--- src/rtl/trace_capture_pkg.sv ---
// Shared types for the trace recorder: FSM state encoding.
// Imported by the top and the entry buffer.
package trace_capture_pkg;

    typedef enum logic [1:0] {
        ST_IDLE    = 2'd0,
        ST_CAPTURE = 2'd1,
        ST_DRAIN   = 2'd2
    } state_t;

endpackage

--- src/rtl/trace_capture_fifo.sv ---
// Synchronous DEPTH x DW entry buffer with extra-bit pointers; head is shown combinationally.
// Writes when full and reads when empty are dropped.
module trace_capture_fifo #(
    parameter int DW    = 12,
    parameter int DEPTH = 16
) (
    input  logic                     i_clk,
    input  logic                     i_rst,
    input  logic                     i_wr_en,
    input  logic [DW-1:0]            i_wr_dat,
    input  logic                     i_rd_en,
    output logic [DW-1:0]            o_rd_dat,
    output logic [$clog2(DEPTH):0]   o_count
);

    localparam int AW = $clog2(DEPTH);

    logic [DW-1:0] r_mem [DEPTH];
    logic [AW:0]   r_wr_ptr;
    logic [AW:0]   r_rd_ptr;
    logic          w_full;
    logic          w_empty;
    logic          w_wr;
    logic          w_rd;

    assign o_count  = r_wr_ptr - r_rd_ptr;
    assign w_full   = (o_count == (AW+1)'(DEPTH));
    assign w_empty  = (o_count == '0);
    assign w_wr     = i_wr_en && !w_full;
    assign w_rd     = i_rd_en && !w_empty;
    assign o_rd_dat = r_mem[r_rd_ptr[AW-1:0]];

    always_ff @(posedge i_clk) begin
        if (i_rst) begin
            r_wr_ptr <= '0;
            r_rd_ptr <= '0;
        end else begin
            if (w_wr) r_wr_ptr <= r_wr_ptr + (AW+1)'(1);
            if (w_rd) r_rd_ptr <= r_rd_ptr + (AW+1)'(1);
        end
    end

    // Storage carries no reset; stale entries are unreachable once the pointers clear.
    always_ff @(posedge i_clk) begin
        if (w_wr) r_mem[r_wr_ptr[AW-1:0]] <= i_wr_dat;
    end

endmodule

--- src/rtl/trace_capture.sv ---
// Change-only probe recorder: stores {timestamp, probe} on each probe change, then drains oldest-first.
// Write lands the same edge as the change; read port pops on valid&&ready, data held while stalled.
module trace_capture
    import trace_capture_pkg::*;
#(
    parameter int WIDTH = 4,
    parameter int DEPTH = 16,
    parameter int TS_W  = 8
) (
    input  logic                      i_clk,
    input  logic                      i_rst,
    input  logic                      i_arm,
    input  logic                      i_stop,
    input  logic [WIDTH-1:0]          i_probe,
    input  logic                      i_rd_ready,
    output logic                      o_rd_valid,
    output logic [TS_W+WIDTH-1:0]     o_rd_data,
    output logic [$clog2(DEPTH):0]    o_count,
    output logic                      o_busy,
    output logic                      o_trunc
);

    localparam int CW = $clog2(DEPTH) + 1;
    localparam int EW = TS_W + WIDTH;
    localparam logic [TS_W-1:0] TS_MAX = '1;
    localparam logic [CW-1:0]   LAST   = CW'(DEPTH - 1);

    state_t           r_state;
    logic [TS_W-1:0]  r_ts;
    logic [WIDTH-1:0] r_prev;
    logic             r_busy;
    logic             r_trunc;

    logic             w_change;
    logic             w_wr_en;
    logic [EW-1:0]    w_wr_dat;
    logic [EW-1:0]    w_head;
    logic [CW-1:0]    w_count;
    logic             w_rd_valid;
    logic             w_pop;

    assign w_change   = (i_probe != r_prev);
    assign w_wr_en    = ((r_state == ST_IDLE) && i_arm) ||
                        ((r_state == ST_CAPTURE) && w_change);
    // The arm sample is always stamped zero; capture samples use the running timestamp.
    assign w_wr_dat   = (r_state == ST_IDLE) ? {TS_W'(0), i_probe} : {r_ts, i_probe};
    assign w_rd_valid = (r_state == ST_DRAIN) && (w_count != '0);
    assign w_pop      = w_rd_valid && i_rd_ready;

    trace_capture_fifo #(
        .DW    (EW),
        .DEPTH (DEPTH)
    ) u_fifo (
        .i_clk    (i_clk),
        .i_rst    (i_rst),
        .i_wr_en  (w_wr_en),
        .i_wr_dat (w_wr_dat),
        .i_rd_en  (w_pop),
        .o_rd_dat (w_head),
        .o_count  (w_count)
    );

    always_ff @(posedge i_clk) begin
        if (i_rst) begin
            r_state <= ST_IDLE;
            r_ts    <= '0;
            r_prev  <= '0;
            r_busy  <= 1'b0;
            r_trunc <= 1'b0;
        end else begin
            case (r_state)
                ST_IDLE: begin
                    if (i_arm) begin
                        r_state <= ST_CAPTURE;
                        r_prev  <= i_probe;
                        r_ts    <= TS_W'(1);
                        r_trunc <= 1'b0;
                        r_busy  <= 1'b1;
                    end
                end
                ST_CAPTURE: begin
                    r_prev <= i_probe;
                    if (r_ts != TS_MAX) r_ts <= r_ts + TS_W'(1);
                    // A filling write wins over stop and marks the capture as cut short.
                    if (w_change && (w_count == LAST)) begin
                        r_trunc <= 1'b1;
                        r_state <= ST_DRAIN;
                    end else if (i_stop) begin
                        r_state <= ST_DRAIN;
                    end
                end
                ST_DRAIN: begin
                    if ((w_count == '0) || (w_pop && (w_count == CW'(1)))) begin
                        r_state <= ST_IDLE;
                        r_busy  <= 1'b0;
                    end
                end
                default: begin
                    r_state <= ST_IDLE;
                    r_busy  <= 1'b0;
                end
            endcase
        end
    end

    assign o_rd_valid = w_rd_valid;
    assign o_rd_data  = w_rd_valid ? w_head : '0;
    assign o_count    = w_count;
    assign o_busy     = r_busy;
    assign o_trunc    = r_trunc;

endmodule

--- config.mk ---
export PLATFORM = sky130hd
export DESIGN_NAME = trace_capture
export DESIGN_NICKNAME = d
export VERILOG_FILES = /design/src/rtl/trace_capture_pkg.sv /design/src/rtl/trace_capture_fifo.sv /design/src/rtl/trace_capture.sv
export SDC_FILE = /design/constraint.sdc
export NUM_CORES = 1
export LEC_CHECK = 0
export BUFFER_PORTS_ARGS = -buffer_cell sky130_fd_sc_hd__clkbuf_2
export CORE_ASPECT_RATIO = 1.25
export CORE_UTILIZATION = 25
export CTS_CLUSTER_DIAMETER = 150
export DETAILED_ROUTE_END_ITERATION = 12
export PLACE_DENSITY_LB_ADDON = 0.12
export SYNTH_ARGS = -nofsm -noshare
export SYNTH_HDL_FRONTEND = slang
export SYNTH_SLANG_ARGS = --single-unit
--- constraint.sdc ---
create_clock -name i_clk -period 3.8 [get_ports i_clk]
set_input_delay 0.38 -clock i_clk [delete_from_list [all_inputs] [get_ports i_clk]]
set_output_delay 0.38 -clock i_clk [all_outputs]
set_load 0.02 [all_outputs]
==> flow_summary.json, run 1 <==
{
  "ys_types": 43,
  "cp.arrival_ns": 3.18,
  "maxCapViolations": 0,
  "crit_family": "buffers and inverters",
  "crit_path_max_fanout": 11,
  "place_ws_ns": 0.269,
  "worst_path_most_repeated_cell": "inv_1",
  "fin_nets": 574,
  "critPathMaxStageDelay_ns": 0.40,
  "finalHoldViolCount": 0,
  "worstReg2RegEnd": "u_fifo.r_mem[6][5]$_DFFE_PP_",
  "p_switching_mw": 1.19,
  "r2r_slack_ns": 0.47,
  "firstDrtPassIters": 6,
  "rr_startpoint": "u_fifo.r_wr_ptr[0]$_SDFFE_PP0P_",
  "drc": 0,
  "synth_sequential_area_ratio_pct": 70.7,
  "cts_tree": "yes",
  "antenna_found_initial": 0,
  "htree_levels": 1,
  "portBuffers": 28,
  "finalSetupViolations": 0,
  "drt_iter0_drc": 341,
  "critPathSlowestCell": "fa_1",
  "postLayoutSetupSlackWorst_ns": 0.243,
  "clock_skew_ns": 0.0255,
  "worstSetupEndpointType": "primary output",
  "required_ns": 3.42,
  "setup_tns_ns": 0,
  "worstHoldStart": "i_stop",
  "die_w_um": 172,
  "synth_seq_cells": 222,
  "ff_latch_area_sq_mm": 0.00637,
  "cp.buffers_inverters": 5,
  "syn_area_per_cell_sq_um": 18.7,
  "hold_depth": 4,
  "clkTransAtPathRegs_ns": 0.07,
  "post-route-period-util_pct": 93.6,
  "synth_cells": 481,
  "cts_buffer_depth": 3,
  "dp_hpwl_um": 14200,
  "min_period_ns": 3.56,
  "first_global_vias": 5164,
  "rows": 77,
  "cts-root-buf": "clkbuf_16",
  "ios": 29,
  "finalMaxSlewViolations": 0,
  "ff2ff_path_depth": 10,
  "ir_worst_vdd_uv": 213,
  "wl_met3_um": 870,
  "rsz0062_at_grt": "no",
  "coreArea_sq_mm": 0.0355,
  "cts_inserted_buffers": 24,
  "routed_wl_um": 22600,
  "routed.top_layer": "met4",
  "synth.most_common_cell": "edfxtp_1",
  "die_area_sq_mm": 0.0368,
  "wl_per_cell_um": 21.6,
  "multiInputGateArea_sq_mm": 0.00254,
  "overflow": 0,
  "ant_nets": 0,
  "max_freq_mhz": 281,
  "hold_path_class": "input pin to register",
  "status": "completed",
  "swShare_pct": 21.6,
  "start_kind": "register",
  "yosys_most_used_dff": "edfxtp_1",
  "cts_hold_buf": 0,
  "synth_area_leaders": "edfxtp_1, mux4_2, dfxtp_1",
  "synth.cell_area_sq_mm": 0.00901,
  "syn_nets": 501,
  "die_h_um": 214,
  "path_cells": "inv_1, ha_1, fa_1, nand2b_1, a21oi_1, xor2_2, inv_1, o41ai_4, buf_4, bufbuf_16, nor2b_1, clkbuf_2",
  "comb_power_share_pct": 6.5,
  "area_delta_synth_final_pct": 20.6,
  "via_per_inst": 4.45,
  "dp.cells": 999,
  "grt_usage_pct": 12.9,
  "p_clk_share_pct": 43.8,
  "wl_met1_um": 9480,
  "powerDensity_mw_per_mm2": 506,
  "grt_max_degree": 49,
  "diodes": 0,
  "relSlewSlack_pct": 11.0,
  "grt_pass1_wl_um": 34000,
  "drive_above_1_share_pct": 31.5,
  "fill_cells": 3538,
  "synth_top_area_share_pct": 64.0,
  "dr_total_vias": 4654,
  "postLayoutCoreUtil_pct": 30.6,
  "synth_edf_count": 192,
  "clk_latency_ns": 0.53,
  "wl_met2_um": 11800,
  "holdPathEnd": "r_state[0]$_SDFFE_PP0P_",
  "p_seq_share_pct": 49.6,
  "synth_warnings": 0,
  "stdcell_count": 1045,
  "gp_congestion": 0.706,
  "synth_common_cells": "edfxtp_1, mux4_2, dfxtp_1",
  "start_util_pct": 25.4,
  "leakagePower_nw": 3.63,
  "synthArstFlopShare_pct": 0,
  "crit_type": "register to primary output",
  "worstMarginPinSlew_ns": 1.33,
  "internal_power_mw": 4.31,
  "post-synth-top-area-cell": "edfxtp_1",
  "cts.sinks": 222
}
==> through the flow <==
step                power (mW)  hold slack, ns  area, sq um
CTS                       5.58           0.129        10900
floorplan                 2.99           0.462         9010
finish                    5.50           0.156        10900
detailed placement        3.14           0.465         9990
global placement          3.14           0.454         9990
global route              5.68           0.177        10900
==> repair_timing <==
item / CTS / global route
pin swaps: 1 / 0
resized for setup: 1 / 2
gates cloned: 1 / 0
setup buffers: 2 / 0
endpoints found under the setup margin: 13 / 31
==> power groups by stage <==
stage | clock network (mW) | logic, mW | registers [mW]
floorplan | 0 | 0.223 | 2.77
detailed placement | 0 | 0.359 | 2.78
CTS | 2.48 | 0.368 | 2.73
finish | 2.41 | 0.358 | 2.73
global placement | 0 | 0.361 | 2.78
global route | 2.56 | 0.392 | 2.73
==> layout make-up <==
type	instances	share of cell area, %
Sequential cell	222	58.7
Multi-Input combinational cell	226	23.4
Clock buffer	28	5.86
Tap cell	474	5.46
Timing Repair Buffer	67	4.56
Clock inverter	15	1.60
Inverter	13	0.449
==> worst max-delay path by stage <==
stage | start | end | cells past startpoint | slack [ns]
4_1_cts | u_fifo.r_wr_ptr[0]$_SDFFE_PP0P_ | u_fifo.r_mem[7][2]$_DFFE_PP_ | 10 | 0.08
3_5_place_dp | u_fifo.r_wr_ptr[0]$_SDFFE_PP0P_ | u_fifo.r_mem[7][5]$_DFFE_PP_ | 9 | 0.27
3_3_place_gp | u_fifo.r_wr_ptr[0]$_SDFFE_PP0P_ | u_fifo.r_mem[7][6]$_DFFE_PP_ | 9 | 0.36
6_report | u_fifo.r_wr_ptr[0]$_SDFFE_PP0P_ | o_rd_data[11] | 12 | 0.24
5_1_grt | u_fifo.r_wr_ptr[0]$_SDFFE_PP0P_ | o_rd_valid | 12 | 0.04
2_1_floorplan | u_fifo.r_wr_ptr[0]$_SDFFE_PP0P_ | u_fifo.r_mem[0][0]$_DFFE_PP_ | 10 | 0.24
==> worst register-to-register path, cell delays in order, from the launching register on <==
cell and delay [ns]:
dfxtp_2 0.37, inv_1 0.10, ha_1 0.24, fa_1 0.40
nand2b_1 0.16, a21oi_1 0.22, xor2_2 0.19, buf_4 0.16
o41a_1 0.49, and3_1 0.47, buf_4 0.23
==> sequential cells by signal, indices dropped and copies added, names as in the netlist, named ones only <==
register and count:
r_prev 4, o_trunc 1, u_fifo.r_mem 192, o_busy 1, r_ts 8, u_fifo.r_wr_ptr 5, r_state 2, u_fifo.r_rd_ptr 5
==> kinds of logic after synthesis <==
group	Yosys count	synth area share, %
xor gates and xnor gates	14	1.44
muxes	69	16.1
DFF	222	70.7
and+or+nand+nor	102	6.32
adders and majority gates	11	1.61
buffers and inverters	33	1.47
AOI/OAI and AO/OA	30	2.36
==> cell usage in the layout (no fill, tap or decap), drive strengths merged, types with 2 or more instances in the layout <==
cell	netlist	routed
or3	5	5
nor3	5	5
nand2	12	12
and3	12	12
and2	2	2
a21oi	12	12
clkbuf	11	56
a211oi	3	3
nand2b	3	3
xnor2	2	2
mux2i	5	5
mux4	60	60
nor2	20	20
o41ai	2	2
dfxtp	30	30
ha	10	10
nand4	7	7
o21ai	6	6
clkinv	0	10
buf	9	38
nor2b	29	29
edfxtp	192	192
bufinv	0	4
mux2	4	4
inv	13	13
a31oi	2	2
xor2	12	12
nor4	4	4
==> per-layer routing <==
layer  vias to the layer above  track usage, %
li1                       2065               -
met1                      2467            16.5
met2                        98            22.4
met3                        24            1.55
met4                         0            4.04
met5                         -               0
(Power assumes the default switching activity.)
==> run 2, diff against run 1 <==
- ABC_AREA: not set -> 1
- SKIP_CTS_REPAIR_TIMING: not set -> 1
==> flow_summary.json, run 2 <==
{
  "status": "completed",
  "hold_depth": 4,
  "synth_top_area_share_pct": 60.6,
  "ir_worst_vdd_uv": 280,
  "largest_reg_flops": 192,
  "critPathMaxStageDelay_ns": 0.46,
  "post-route-period-util_pct": 90.6,
  "swShare_pct": 22.9,
  "via_per_inst": 4.33,
  "synthArstFlopShare_pct": 0,
  "rsz0062_at_grt": "no",
  "hold_path_class": "input pin to register",
  "p_switching_mw": 1.34,
  "syn_nets": 849,
  "rr_startpoint": "u_fifo.r_wr_ptr[0]$_SDFFE_PP0P_",
  "p_seq_share_pct": 47.1,
  "maxCapViolations": 0,
  "synth.cell_area_sq_mm": 0.00952,
  "synth_edf_count": 192,
  "layout_common_cells": "edfxtp_1, o21ai_0, inv_1",
  "crit_type": "register to primary output",
  "drc": 0,
  "antenna_found_initial": 0,
  "grt_usage_pct": 13.1,
  "dr_total_vias": 5991,
  "htree_levels": 1,
  "overflow": 0,
  "holdPathEnd": "r_state[0]$_SDFFE_PP0P_",
  "synth_cells": 829,
  "dp_hpwl_um": 16000,
  "post-synth-top-area-cell": "edfxtp_1",
  "finalMaxSlewViolations": 0,
  "portBuffers": 28,
  "synth_area_leaders": "edfxtp_1, dfxtp_1, o21ai_0",
  "routed_wl_um": 24800,
  "worstReg2RegEnd": "u_fifo.r_mem[7][3]$_DFFE_PP_",
  "finalHoldViolCount": 0,
  "cts_buffer_depth": 3,
  "path_cells": "inv_1, ha_1, fa_1, xnor2_2, inv_1, nand4_2, nand2_4, nor3_1, clkbuf_2",
  "leakagePower_nw": 4.18,
  "ant_nets": 0,
  "synth_common_cells": "edfxtp_1, o21ai_0, inv_1",
  "r2r_slack_ns": 1.12,
  "critPathSlowestCell": "nor3_1",
  "area_delta_synth_final_pct": 18.5,
  "comb_power_share_pct": 7.5,
  "worst_path_most_repeated_cell": "inv_1",
  "cp.depth": 9,
  "die_h_um": 220,
  "start_kind": "register",
  "crit_path_max_fanout": 13,
  "synth.most_common_cell": "edfxtp_1",
  "first_global_vias": 6013,
  "max_freq_mhz": 290,
  "finalSetupViolations": 0,
  "grt_pass1_wl_um": 38200,
  "crit_family": "simple AND/OR/NAND/NOR gates",
  "worstHoldStart": "i_stop",
  "powerDensity_mw_per_mm2": 519,
  "clk_latency_ns": 0.54,
  "syn_area_per_cell_sq_um": 11.5,
  "firstDrtPassIters": 4,
  "clock_skew_ns": 0.0198,
  "diodes": 0,
  "cts_tree": "yes",
  "min_period_ns": 3.44,
  "worstMarginPinSlew_ns": 1.21,
  "cp.buffers_inverters": 3,
  "die_w_um": 177,
  "drive_above_1_share_pct": 14.2,
  "fin_nets": 899,
  "setup_tns_ns": 0,
  "internal_power_mw": 4.51,
  "clkTransAtPathRegs_ns": 0.06,
  "dp.cells": 1337,
  "relSlewSlack_pct": 18.9,
  "yosys_most_used_dff": "edfxtp_1",
  "ys_types": 33,
  "coreArea_sq_mm": 0.0374,
  "worstSetupEndpointType": "primary output",
  "ios": 29,
  "rows": 79,
  "cts.sinks": 222,
  "required_ns": 3.42,
  "synth_sequential_area_ratio_pct": 66.9,
  "final_common_cell": "edfxtp_1",
  "start_util_pct": 25.5,
  "grt_max_degree": 51,
  "stdcell_count": 1385,
  "synth_warnings": 0,
  "ff2ff_path_depth": 13,
  "die_area_sq_mm": 0.0389,
  "cts-root-buf": "clkbuf_16",
  "wl_per_cell_um": 17.9,
  "drt_iter0_drc": 452,
  "synth_seq_cells": 222,
  "cts_inserted_buffers": 26,
  "gp_congestion": 0.744,
  "cp.arrival_ns": 3.06,
  "p_clk_share_pct": 45.4
}
[run 2: power by group through the flow]
stage | Combinational, mW | Sequential, mW | Clock (mW)
2_1_floorplan | 0.295 | 2.80 | 0
3_3_place_gp | 0.455 | 2.81 | 0
3_5_place_dp | 0.452 | 2.81 | 0
4_1_cts | 0.454 | 2.76 | 2.73
5_1_grt | 0.502 | 2.76 | 2.82
6_report | 0.440 | 2.76 | 2.66
[run 2: cells by family after synthesis]
| logic type | count (synthesis) | synth area share, % |
|---|---|---|
| AOI/OAI and AO/OA | 200 | 10.8 |
| xor gates and xnor gates | 13 | 1.28 |
| adders and majority gates | 11 | 1.52 |
| buffers and inverters | 138 | 6.01 |
| DFF | 222 | 66.9 |
| muxes | 35 | 3.76 |
| and+or+nand+nor | 210 | 9.74 |
[run 2: layout make-up]
class	instances	area, sq um
Clock buffer	34	711
Clock inverter	14	211
Fill cell	3904	26100
Inverter	100	378
Multi-Input combinational cell	469	2580
Sequential cell	222	6370
Tap cell	486	608
Timing Repair Buffer	60	418
[run 2: layer usage]
metal | GRT usage [%] | up-vias | part of all wire [%]
li1 | - | 3002 | -
met2 | 21.9 | 67 | 48
met1 | 18.0 | 2893 | 48
met3 | 1.72 | 29 | 3.0
met5 | 0 | - | 0
met4 | 2.79 | 0 | 1.4
[run 2: how the worst max path moves through the flow]
stage	slack (ns)	from	to
CTS	0.34	u_fifo.r_wr_ptr[0]$_SDFFE_PP0P_	o_rd_data[0]
global placement	0.98	u_fifo.r_wr_ptr[0]$_SDFFE_PP0P_	o_rd_data[0]
detailed placement	0.91	u_fifo.r_wr_ptr[0]$_SDFFE_PP0P_	o_rd_data[0]
floorplan	0.99	u_fifo.r_wr_ptr[0]$_SDFFE_PP0P_	u_fifo.r_mem[7][0]$_DFFE_PP_
global route	0.17	u_fifo.r_wr_ptr[0]$_SDFFE_PP0P_	o_rd_data[0]
finish	0.36	u_fifo.r_wr_ptr[0]$_SDFFE_PP0P_	o_rd_data[0]
[run 2: worst reg2reg max path, stage by stage, from the launching register on]
cell and delay [ns]:
dfxtp_1 0.37, inv_1 0.11, ha_1 0.22, fa_1 0.44
nor2_1 0.13, nor2_1 0.06, nand2_1 0.05, nand2_1 0.11
nand3_2 0.11, nand2_4 0.09, inv_4 0.12, nand2_1 0.12
nor2_1 0.15, buf_4 0.27
[run 2: metrics by stage]
stage	power, mW	cell area, sq um	setup WS (ns)	hold WS (ns)	utilization [%]
floorplan	3.09	9520	0.988	0.412	-
global placement	3.26	10400	0.979	0.422	27.7
detailed placement	3.26	10400	0.907	0.428	27.7
CTS	5.94	11300	0.337	0.112	30.2
global route	6.09	11300	0.174	0.133	30.2
finish	5.85	11300	0.357	0.140	30.2
==> run 3, diff against run 2 <==
--- a/config.mk
+++ b/config.mk
@@ -14,2 +14,4 @@
 export PLACE_DENSITY_LB_ADDON = 0.12
+export RECOVER_POWER = 50
+export SETUP_SLACK_MARGIN = 0.2
 export SKIP_CTS_REPAIR_TIMING = 1
--- a/constraint.sdc
+++ b/constraint.sdc
@@ -3,2 +3,2 @@
 set_output_delay 0.38 -clock i_clk [all_outputs]
-set_load 0.02 [all_outputs]
+set_load 0.01 [all_outputs]
==> flow_summary.json, run 3 (synthesis gave the netlist of run 2 again) <==
{
  "status": "completed",
  "via_per_inst": 4.37,
  "final_common_cell": "edfxtp_1",
  "cts-root-buf": "clkbuf_16",
  "worstSetupEndpointType": "primary output",
  "start_util_pct": 25.5,
  "dp_hpwl_um": 15900,
  "die_area_sq_mm": 0.0389,
  "portBuffers": 28,
  "cts.sinks": 222,
  "rows": 79,
  "cts_buffer_depth": 3,
  "cp.arrival_ns": 3.05,
  "worst_path_most_repeated_cell": "inv_1",
  "ant_nets": 0,
  "clk_latency_ns": 0.52,
  "hold_path_class": "input pin to register",
  "setup_tns_ns": 0,
  "first_global_vias": 6054,
  "ff_latch_area_sq_mm": 0.00637,
  "fin_nets": 900,
  "htree_levels": 1,
  "dp.cells": 1338,
  "worstHoldStart": "i_stop",
  "ir_worst_vdd_uv": 248,
  "finalMaxSlewViolations": 0,
  "grt_pass1_wl_um": 38000,
  "dr_total_vias": 6056,
  "cts_inserted_buffers": 26,
  "crit_start": "u_fifo.r_wr_ptr[0]$_SDFFE_PP0P_",
  "coreArea_sq_mm": 0.0374,
  "overflow": 0,
  "fill_cells": 3890,
  "area_delta_synth_final_pct": 16.7,
  "critPathSlowestCell": "nor3_1",
  "worstMarginPinSlew_ns": 1.23,
  "drt_iter0_drc": 395,
  "crit_path_max_fanout": 13,
  "crit_type": "register to primary output",
  "required_ns": 3.42,
  "cts_tree": "yes",
  "diodes": 0,
  "powerDensity_mw_per_mm2": 502,
  "crit_family": "simple AND/OR/NAND/NOR gates",
  "clkTransAtPathRegs_ns": 0.06,
  "layout_common_cells": "edfxtp_1, inv_1, o21ai_0",
  "firstDrtPassIters": 4,
  "grt_usage_pct": 12.9,
  "die_w_um": 177,
  "drc": 0,
  "rr_startpoint": "u_fifo.r_wr_ptr[0]$_SDFFE_PP0P_",
  "ios": 29,
  "relSlewSlack_pct": 18.0,
  "routed_wl_um": 24500,
  "leakagePower_nw": 4.10,
  "gp_congestion": 0.726,
  "critPathMaxStageDelay_ns": 0.45,
  "largest_reg_flops": 192,
  "post-route-period-util_pct": 90.3,
  "start_kind": "register",
  "grt_max_degree": 51,
  "drive_above_1_share_pct": 11.6,
  "min_period_ns": 3.43,
  "maxCapViolations": 0,
  "max_freq_mhz": 291,
  "cp.buffers_inverters": 3,
  "rsz0062_at_grt": "no",
  "wl_per_cell_um": 17.7,
  "total_power_mw": 5.58,
  "multiInputGateArea_sq_mm": 0.00253,
  "clock_skew_ns": 0.0112,
  "antenna_found_initial": 1,
  "stdcell_count": 1386,
  "die_h_um": 220,
  "finalHoldViolCount": 0,
  "finalSetupViolations": 0,
  "path_cells": "inv_1, ha_1, fa_1, xnor2_2, inv_1, nand4_1, nand2_4, nor3_1, clkbuf_2"
}
[run 3: worst paths after layout]
check / end / slack (ns) / cells after the start
min: r_state[0]$_SDFFE_PP0P_ / 0.15 / 4
max: o_rd_data[5] / 0.37 / 9
max reg2reg: u_fifo.r_mem[7][9]$_DFFE_PP_ / 0.75 / 14
min reg2reg: r_ts[5]$_SDFFE_PP0P_ / 0.44 / 1
[run 3: final cells by class]
type                    count  share of cell area, %
clock buffers              34                   6.97
multi-input cells         469                   22.8
repair buffers             61                   3.44
inverters                 100                   3.39
clock inverters            14                  0.563
well taps                 486                   5.47
flip-flops and latches    222                   57.3
[run 3: worst register-to-register path, cell delays in order (launching register included)]
cell and delay (ns):
dfxtp_1 0.37, inv_1 0.11, ha_1 0.22, fa_1 0.44, inv_1 0.09, nand3_1 0.07
nand3_1 0.10, nand2_1 0.05, nand2_1 0.14, nand3_2 0.08, nand2_1 0.25, clkinvlp_2 0.36
nand2_1 0.24, nor2_1 0.06, buf_4 0.21
[run 3: power by group]
part	leakage [nW]	internal, mW	switching, mW
registers	2.08	2.72	0.0331
clock network	0.416	1.43	0.982
logic	1.60	0.124	0.289
[run 3: through the flow]
stage	setup slack, ns	area, sq um	hold slack (ns)	utilization (%)
floorplan	1.07	9520	0.412	-
global placement	0.922	10300	0.427	27.7
detailed placement	0.916	10300	0.435	27.7
CTS	0.344	11200	0.130	29.9
global route	0.140	11100	0.164	29.7
finish	0.367	11100	0.150	29.7
[run 3: metal layers]
| layer | up-vias | wire length [um] | GRT usage, % |
|---|---|---|---|
| met2 | 86 | 11600 | 21.6 |
| met3 | 30 | 850 | 1.79 |
| met5 | - | 0 | 0 |
| li1 | 3008 | - | - |
| met1 | 2932 | 11700 | 17.7 |
| met4 | 0 | 337 | 2.59 |
